[config.mk]
export PLATFORM = sky130hd
export DESIGN_NAME = discus_spi_host
export DESIGN_NICKNAME = d
export VERILOG_FILES = /design/src/rtl/discus_spi_pkg.sv /design/src/rtl/spi_tick.sv /design/src/rtl/discus_spi_host.sv
export SDC_FILE = /design/constraint.sdc
export NUM_CORES = 1
export LEC_CHECK = 0
export CAP_MARGIN = 30
export CORE_MARGIN = 2
export CORE_UTILIZATION = 47
export CTS_BUF_LIST = sky130_fd_sc_hd__clkbuf_8
export DETAILED_ROUTE_END_ITERATION = 16
export PLACE_DENSITY_LB_ADDON = 0.1
export SYNTH_ARGS = -nofsm -noshare
export SYNTH_HDL_FRONTEND = slang
export SYNTH_SLANG_ARGS = --single-unit
[constraint.sdc]
create_clock -name clk -period 3.8 [get_ports clk]
set_input_delay 0.76 -clock clk [delete_from_list [all_inputs] [get_ports clk]]
set_output_delay 0.76 -clock clk [all_outputs]
set_load 0.005 [all_outputs]
[src/rtl/discus_spi_pkg.sv]
// discus_spi_pkg: shared op codes, frame size and FSM state type
// for the discus SPI host.
package discus_spi_pkg;

  localparam logic [1:0] OP_ADDR   = 2'b00;
  localparam logic [1:0] OP_PROG   = 2'b01;
  localparam logic [1:0] OP_MREAD  = 2'b10;
  localparam logic [1:0] OP_MWRITE = 2'b11;

  localparam int FRAME_BITS = 10;
  localparam int CNT_W      = 16;

  typedef enum logic [2:0] {
    ST_IDLE,
    ST_SETUP,
    ST_HIGH,
    ST_LOW,
    ST_HOLD,
    ST_GAP
  } state_t;

endpackage

[src/rtl/spi_tick.sv]
// spi_tick: phase timer; reloads on phase entry and flags the
// last cycle of the phase.
module spi_tick #(
  parameter int W = 16
) (
  input  logic         clk,
  input  logic         reset_n,
  input  logic         load,
  input  logic [W-1:0] len,
  output logic         last
);

  logic [W-1:0] cnt;

  always_ff @(posedge clk or negedge reset_n) begin
    if (!reset_n) begin
      cnt <= '0;
    end else if (load) begin
      cnt <= len - W'(1);
    end else if (cnt != '0) begin
      cnt <= cnt - W'(1);
    end
  end

  assign last = (cnt == '0);

endmodule

[src/rtl/discus_spi_host.sv]
// discus_spi_host: 10-bit command-frame SPI initiator for the discus link.
// Define DISCUS_SPI_HOST_READBACK_EN to build the MISO read-back path.
module discus_spi_host
  import discus_spi_pkg::*;
#(
  parameter int SCK_DIV = 8,
  parameter int SS_GAP  = 16
) (
  input  logic       clk,
  input  logic       reset_n,
  input  logic       cmd_valid,
  output logic       cmd_ready,
  input  logic [1:0] cmd_op,
  input  logic [7:0] cmd_data,
  output logic       rd_valid,
  output logic [7:0] rd_data,
  output logic       busy,
  output logic       spi_sck,
  output logic       spi_ssel,
  output logic       spi_mosi,
  input  logic       spi_miso
);

  state_t state;
  logic [3:0] edges;
  logic [FRAME_BITS-2:0] sh;
  logic accept;
  logic last;
  logic load;
  logic [CNT_W-1:0] len;

  assign accept = cmd_valid && cmd_ready;
  assign load   = (state == ST_IDLE) ? accept : last;
  assign len    = (state == ST_HOLD) ? CNT_W'(SS_GAP)
                                     : CNT_W'(SCK_DIV);

  spi_tick #(.W(CNT_W)) u_tick (
    .clk     (clk),
    .reset_n (reset_n),
    .load    (load),
    .len     (len),
    .last    (last)
  );

  always_ff @(posedge clk or negedge reset_n) begin
    if (!reset_n) begin
      state     <= ST_IDLE;
      edges     <= '0;
      sh        <= '0;
      spi_sck   <= 1'b0;
      spi_ssel  <= 1'b1;
      spi_mosi  <= 1'b0;
      cmd_ready <= 1'b1;
      busy      <= 1'b0;
    end else begin
      unique case (state)
        ST_IDLE: if (accept) begin
          state     <= ST_SETUP;
          sh        <= {cmd_op[0], cmd_data};
          edges     <= '0;
          spi_ssel  <= 1'b0;
          spi_mosi  <= cmd_op[1];
          cmd_ready <= 1'b0;
          busy      <= 1'b1;
        end
        ST_SETUP, ST_LOW: if (last) begin
          state   <= ST_HIGH;
          spi_sck <= 1'b1;
          edges   <= edges + 4'd1;
        end
        ST_HIGH: if (last) begin
          spi_sck <= 1'b0;
          if (edges == 4'(FRAME_BITS)) begin
            state <= ST_HOLD;
          end else begin
            state    <= ST_LOW;
            spi_mosi <= sh[FRAME_BITS-2];
            sh       <= {sh[FRAME_BITS-3:0], 1'b0};
          end
        end
        ST_HOLD: if (last) begin
          state    <= ST_GAP;
          spi_ssel <= 1'b1;
          spi_mosi <= 1'b0;
        end
        ST_GAP: if (last) begin
          state     <= ST_IDLE;
          cmd_ready <= 1'b1;
          busy      <= 1'b0;
        end
        default: state <= ST_IDLE;
      endcase
    end
  end

`ifdef DISCUS_SPI_HOST_READBACK_EN
  logic [1:0] miso_sync;
  logic [7:0] rx;
  logic rd_op;

  // Sample just before rising edges 3..10: the target's byte.
  always_ff @(posedge clk or negedge reset_n) begin
    if (!reset_n) begin
      miso_sync <= '0;
      rx        <= '0;
      rd_op     <= 1'b0;
      rd_valid  <= 1'b0;
      rd_data   <= '0;
    end else begin
      miso_sync <= {miso_sync[0], spi_miso};
      rd_valid  <= 1'b0;
      if (accept) begin
        rd_op <= (cmd_op == OP_MREAD);
      end
      if (state == ST_LOW && last && edges >= 4'd2) begin
        rx <= {rx[6:0], miso_sync[1]};
      end
      if (state == ST_HOLD && last && rd_op) begin
        rd_valid <= 1'b1;
        rd_data  <= rx;
      end
    end
  end
`else
  logic unused_miso;
  assign unused_miso = spi_miso;
  assign rd_valid    = 1'b0;
  assign rd_data     = '0;
`endif

endmodule

Yosys cells after proc, flatten, opt, wreduce, memory -nomap -nowiden

Cells that the tools add are included.

Bits in registers: 37
Bits in latches: 0
Bits in writable memories: 0
Bits in read-only memories: 0
Output and inout bits: 14
Memories: 0

Add/sub/neg operators: 3
$mul: 0
Div/mod/pow operators: 0
Magnitude comparators: 0
Equality and inequality tests: 12
Shift operators: 0
Multiplexer cells: 30
Bitwise operators: 0
Reduce and logical (&&, ||, !) cells: 19

Operators with widths:

| operator                                           | count |
|---|---|
| 2-to-1 mux 16 bit                                  | 2 |
| 2-to-1 mux 9 bit                                   | 3 |
| 2-to-1 mux 3 bit                                   | 6 |
| one-hot mux 9 bit (2 select lines)                 | 1 |
| zero test 16 bit                                   | 1 |
| nonzero test 16 bit                                | 1 |
| subtractor 16 x 1 -> 16 bit, second input constant | 1 |
| one-hot mux 3 bit (5 select lines)                 | 1 |
| != test 2 bit, second input constant               | 6 |
| AND reduction 3 bit                                | 4 |
| nonzero test 2 bit                                 | 6 |
| AND reduction 5 bit                                | 2 |
| 2-to-1 mux 1 bit                                   | 8 |
| 2-to-1 mux 4 bit                                   | 2 |
| one-hot mux 1 bit (2 select lines)                 | 4 |
| one-hot mux 4 bit (2 select lines)                 | 1 |
| == test 3 x 2 -> 1 bit, second input constant      | 2 |
| == test 3 bit, second input constant               | 2 |
| subtractor 5 x 1 -> 6 bit, second input constant   | 1 |
| 2-to-1 mux 5 bit                                   | 1 |
| adder 4 x 1 -> 4 bit, second input constant        | 1 |
| == test 4 bit, second input constant               | 1 |
| AND reduction 4 bit                                | 1 |
| == test 3 x 1 -> 1 bit, second input constant      | 1 |
| 5 further kinds                                    | 5 |

Logic depth before layout (Yosys ltp)

Word-level depth: 4
Mapped depth: 9

Modules after synthesis

Synthesis repeated with hierarchy kept, for this count alone.

Cell total of the unflattened synthesis: 244
Area, all modules: 2394.8 um^2

By module, submodules not included:

| module          | times used | cells an instance | area each (um^2) |
|---|---|---|---|
| discus_spi_host | 1          | 115               | 1197.4 |
| spi_tick        | 1          | 129               | 1197.4 |

Worst setup path after synthesis

OpenSTA, ideal clock, no wires.

Path kind: register -> register
From: register u_tick.cnt[13]
To: register spi_mosi
Library setup time: 128 ps
Data arrival time: 2371 ps
Data required time: 3672 ps
Setup slack: 1302 ps
Cell stages (with the launch flop): 8
Path buffers: 2
Cells stage by stage: dfrtp_1 or4_1 buf_2 or4_4 buf_6 o31a_1 nor4_2 mux2_1

Word-level cells in the longest chain between the ends: 3

RTL lines:

| item                                     | RTL line              | RTL |
|---|---|---|
| start: declaration                       | spi_tick.sv:13        | `logic [W-1:0] cnt;` |
| start signal: assignment                 | spi_tick.sv:19        | `cnt <= len - W'(1);` |
| start signal: assignment                 | spi_tick.sv:21        | `cnt <= cnt - W'(1);` |
| zero test 16 bit (*)                     | spi_tick.sv:25        | `assign last = (cnt == '0);` |
| != test 2 bit (no source line)           | --                    |  |
| AND reduction 5 bit (no source line) (*) | --                    |  |
| end signal: assignment                   | discus_spi_host.sv:62 | `spi_mosi <= cmd_op[1];` |
| end signal: assignment                   | discus_spi_host.sv:77 | `spi_mosi <= sh[FRAME_BITS-2];` |
| end: declaration                         | discus_spi_host.sv:20 | `output logic spi_mosi,` |

Mark *: on every way between the ends. The rest lies on a longest branch, timed or not.
A chain may end at the register's enable or synchronous reset.

Worst setup path in the final report

From: register u_tick.cnt[10]
To: register sh[4]

Word-level cells in the longest chain between the ends: 3

RTL lines:

| item                                 | RTL line              | RTL |
|---|---|---|
| zero test 16 bit                     | spi_tick.sv:25        |  |
| != test 2 bit (no source line)       | --                    |  |
| AND reduction 4 bit (no source line) | --                    |  |
| end signal: assignment               | discus_spi_host.sv:59 | `sh <= {cmd_op[0], cmd_data};` |
| end signal: assignment               | discus_spi_host.sv:78 | `sh <= {sh[FRAME_BITS-3:0], 1'b0};` |
| end: declaration                     | discus_spi_host.sv:26 | `logic [FRAME_BITS-2:0] sh;` |

No other way between the ends.

==> flow_metrics.tcl <==
set metrics [dict create \
    synth-seq-cells 37 \
    rows 23 \
    clk_pin_slew_worst_paths_ps 70 \
    drive_gt1_share_pct 7.83 \
    synth-simple-area-share_pct 18.3 \
    cts_root_buffer "clkbuf_8" \
    hold_class "reg -> reg" \
    yosys.area.top_type_share_pct 42.8 \
    drt_pass1_iterations 4 \
    syn-instance-count 212 \
    tightest_slew_ps 764 \
    worstPathMaxFanout 9 \
    finalHoldViolCount 0 \
    ys_types 50 \
    grt_max_degree 38 \
    ys_async_sr_fraction_pct 100 \
    grt.total_usage_pct 19.0 \
    synth_edf_count 0 \
    synth_xor_area_share_pct 3.86 \
    routed_wl_mm 4.19 \
    critPathKind "reg -> reg" \
    start_kind "flop" \
    worstPathRequired_ps 4000 \
    min_period_over_period_pct 71.2 \
    yosysWarnings 0 \
    clock-sinks 37 \
    nets 247 \
    vdd_ir_drop_max_mv 0.256 \
    grt_first_pass_wirelength_mm 7.53 \
    die_w_um 70.0 \
    min_from "spi_ssel$_DFFE_PN1P_" \
    io_buffers 17 \
    core_um2 4090 \
    leakagePower_nw 1.00 \
    yosysSeqAreaShare_pct 45.4 \
    cts_tree "done" \
    synth_mux_area_share_pct 0.551 \
    slew_violations 0 \
    clock_latency_ps 290 \
    num_vias 1637 \
    tns_ps 0 \
    grt_pass1_vias 1643 \
    postRouteAntennaNets 0 \
    relSlewSlack_pct 49.0 \
    htreeDepth 2 \
    end_kind "flop" \
    syn_area_um2 2040 \
    io_pins 28 \
    crit_arrival_ps 2910 \
    clock_skew_ps 5.65 \
    area.growth.synth_to_final_pct 12.9 \
    drv_cap 0 \
    fp.dieH_um 70.0 \
    drc 0 \
    cellPowerDensity_nw_per_um2 302 \
    start_util_pct 50.0 \
    vias_per_cell 5.85 \
    cts_made_buffers 5 \
    synth_most_common_cell "dfrtp_1" \
    antenna-diode-count 0 \
    fmax_mhz 369 \
    ctsResizeCount 0 \
    hold_buffers 0 \
    synth_compound_area_share_pct 22.0 \
    overflow 0 \
    worstSetupStartpoint "u_tick.cnt[10]$_DFFE_PN0P_" \
    fin_crit_ps 2710 \
    synth_top_family_by_area "compound AO/OA/AOI/OAI gates" \
    avgSynthCellArea_um2 9.64 \
    cts_setup_buffers 0 \
    max-clock-path-buffers 2 \
    drtIter0Drc 96 \
    status "complete, no violations" \
    synth_ff_type "dfrtp_1" \
    post-dp-hpwl_mm 2.88 \
    setup_viol 0 \
    gp_congestion 0.836 \
    antenna_found_initial 0 \
    wl_per_cell_um 15.0 \
    synth-adder-area-share_pct 2.45 \
    reg2reg_from "u_tick.cnt[10]$_DFFE_PN0P_" \
    rsz0062_at_grt "false" \
    yosys.area.top_type "dfrtp_1" \
    utilization_pct 56.5 \
    synth_commonest_cells "dfrtp_1 (35), nor2_1 (17), nand2_1 (12), o21ai_0 (12), inv_1 (10)" \
    synthTopCellsByArea "dfrtp_1 (43%), a2bb2oi_1 (3.4%), buf_4 (3.3%)" \
    die_area_um2 4890 \
]
==> report_power, final <==
| group | switching, mW | total, mW | internal, mW |
|---|---|---|---|
| Sequential | 0 | 0.394 | 0.394 |
| Combinational | 0.0135 | 0.0273 | 0.0138 |
| Clock | 0.134 | 0.276 | 0.143 |
==> critical path: stages (launching register included) <==
cell	delay, ps
dfrtp_1	440
or4_1	610
nor4_2	450
nand2_1	250
a21boi_1	650
a2bb2oi_1	230
==> state kept, by name, summed over array words and instances (netlist names) <==
signal	cells
spi_sck	1
edges	4
state	3
spi_mosi	1
sh	9
busy	1
cmd_ready	1
u_tick.cnt	16
spi_ssel	1
==> per-stage QoR <==
stage / total power [mW] / setup slack (ps) / area (µm²) / std cells / hold slack (ps)
4_1_cts: 0.708 / 1150 / 2300 / 279 / 489
5_1_grt: 0.731 / 908 / 2310 / 280 / 532
2_1_floorplan: 0.414 / 1300 / 2070 / 220 / 464
3_5_place_dp: 0.429 / 925 / 2210 / 271 / 478
6_report: 0.697 / 1090 / 2310 / 280 / 482
3_3_place_gp: 0.428 / 975 / 2210 / 271 / 467
==> area by class of cell <==
type,count,area [µm²]
Multi-Input combinational cell,155,997
Tap cell,50,62.6
Clock inverter,2,7.51
Sequential cell,37,928
Inverter,10,37.5
Timing Repair Buffer,20,193
Fill cell,362,1780
Clock buffer,6,82.6
==> path summary, 6_finish.rpt <==
| path | endpoint | slack, ps | depth (start not counted) |
|---|---|---|---|
| hold / removal | spi_ssel$_DFFE_PN1P_ | 480 | 2 |
| min in group asynchronous | u_tick.cnt[5]$_DFFE_PN0P_ | 900 | 2 |
| hold reg to reg | spi_ssel$_DFFE_PN1P_ | 480 | 2 |
| setup / recovery | sh[4]$_DFFE_PN0P_ | 1090 | 5 |
| max in group asynchronous | cmd_ready$_DFFE_PN1P_ | 2560 | 2 |
| setup reg to reg | sh[4]$_DFFE_PN0P_ | 1090 | 5 |
==> kinds of logic after synthesis <==
group           count (synthesis)
simple gates                   69
compound gates                 63
flops                          37
buf+inv                        28
xor+xnor                        9
fa+ha+maj                       4
other cells                     1
mux                             1
==> per-layer routing <==
| metal | vias up | global-route usage (%) | routed length [µm] |
|---|---|---|---|
| met2 | 45 | 32.6 | 2040 |
| met1 | 786 | 23.2 | 1950 |
| li1 | 802 | - | - |
| met5 | - | 0 | 0 |
| met4 | 0 | 5.98 | 29 |
| met3 | 4 | 4.91 | 177 |
==> layout by cell type (no fill, tap or decap), types with 2 or more instances in the layout <==
cell type,synthesis,final
a21oi_1,7,7
a2bb2oi_1,8,8
a31oi_1,3,3
buf_4,9,2
clkbuf_8,0,6
clkdlybuf4s50_1,0,17
conb_1,1,9
dfrtp_1,35,35
dfstp_2,2,2
ha_1,4,4
inv_1,10,12
nand2_1,12,12
nand2b_1,5,5
nand3_1,7,7
nor2_1,17,17
nor3_1,7,7
nor4_2,2,2
o211ai_1,3,3
o21ai_0,12,12
o22ai_1,9,9
o31a_1,2,2
o31ai_1,6,6
or3_1,5,5
or4_1,5,5
xnor2_1,2,2
xor2_1,7,7
No activity file was read; power rests on OpenSTA's default activity.
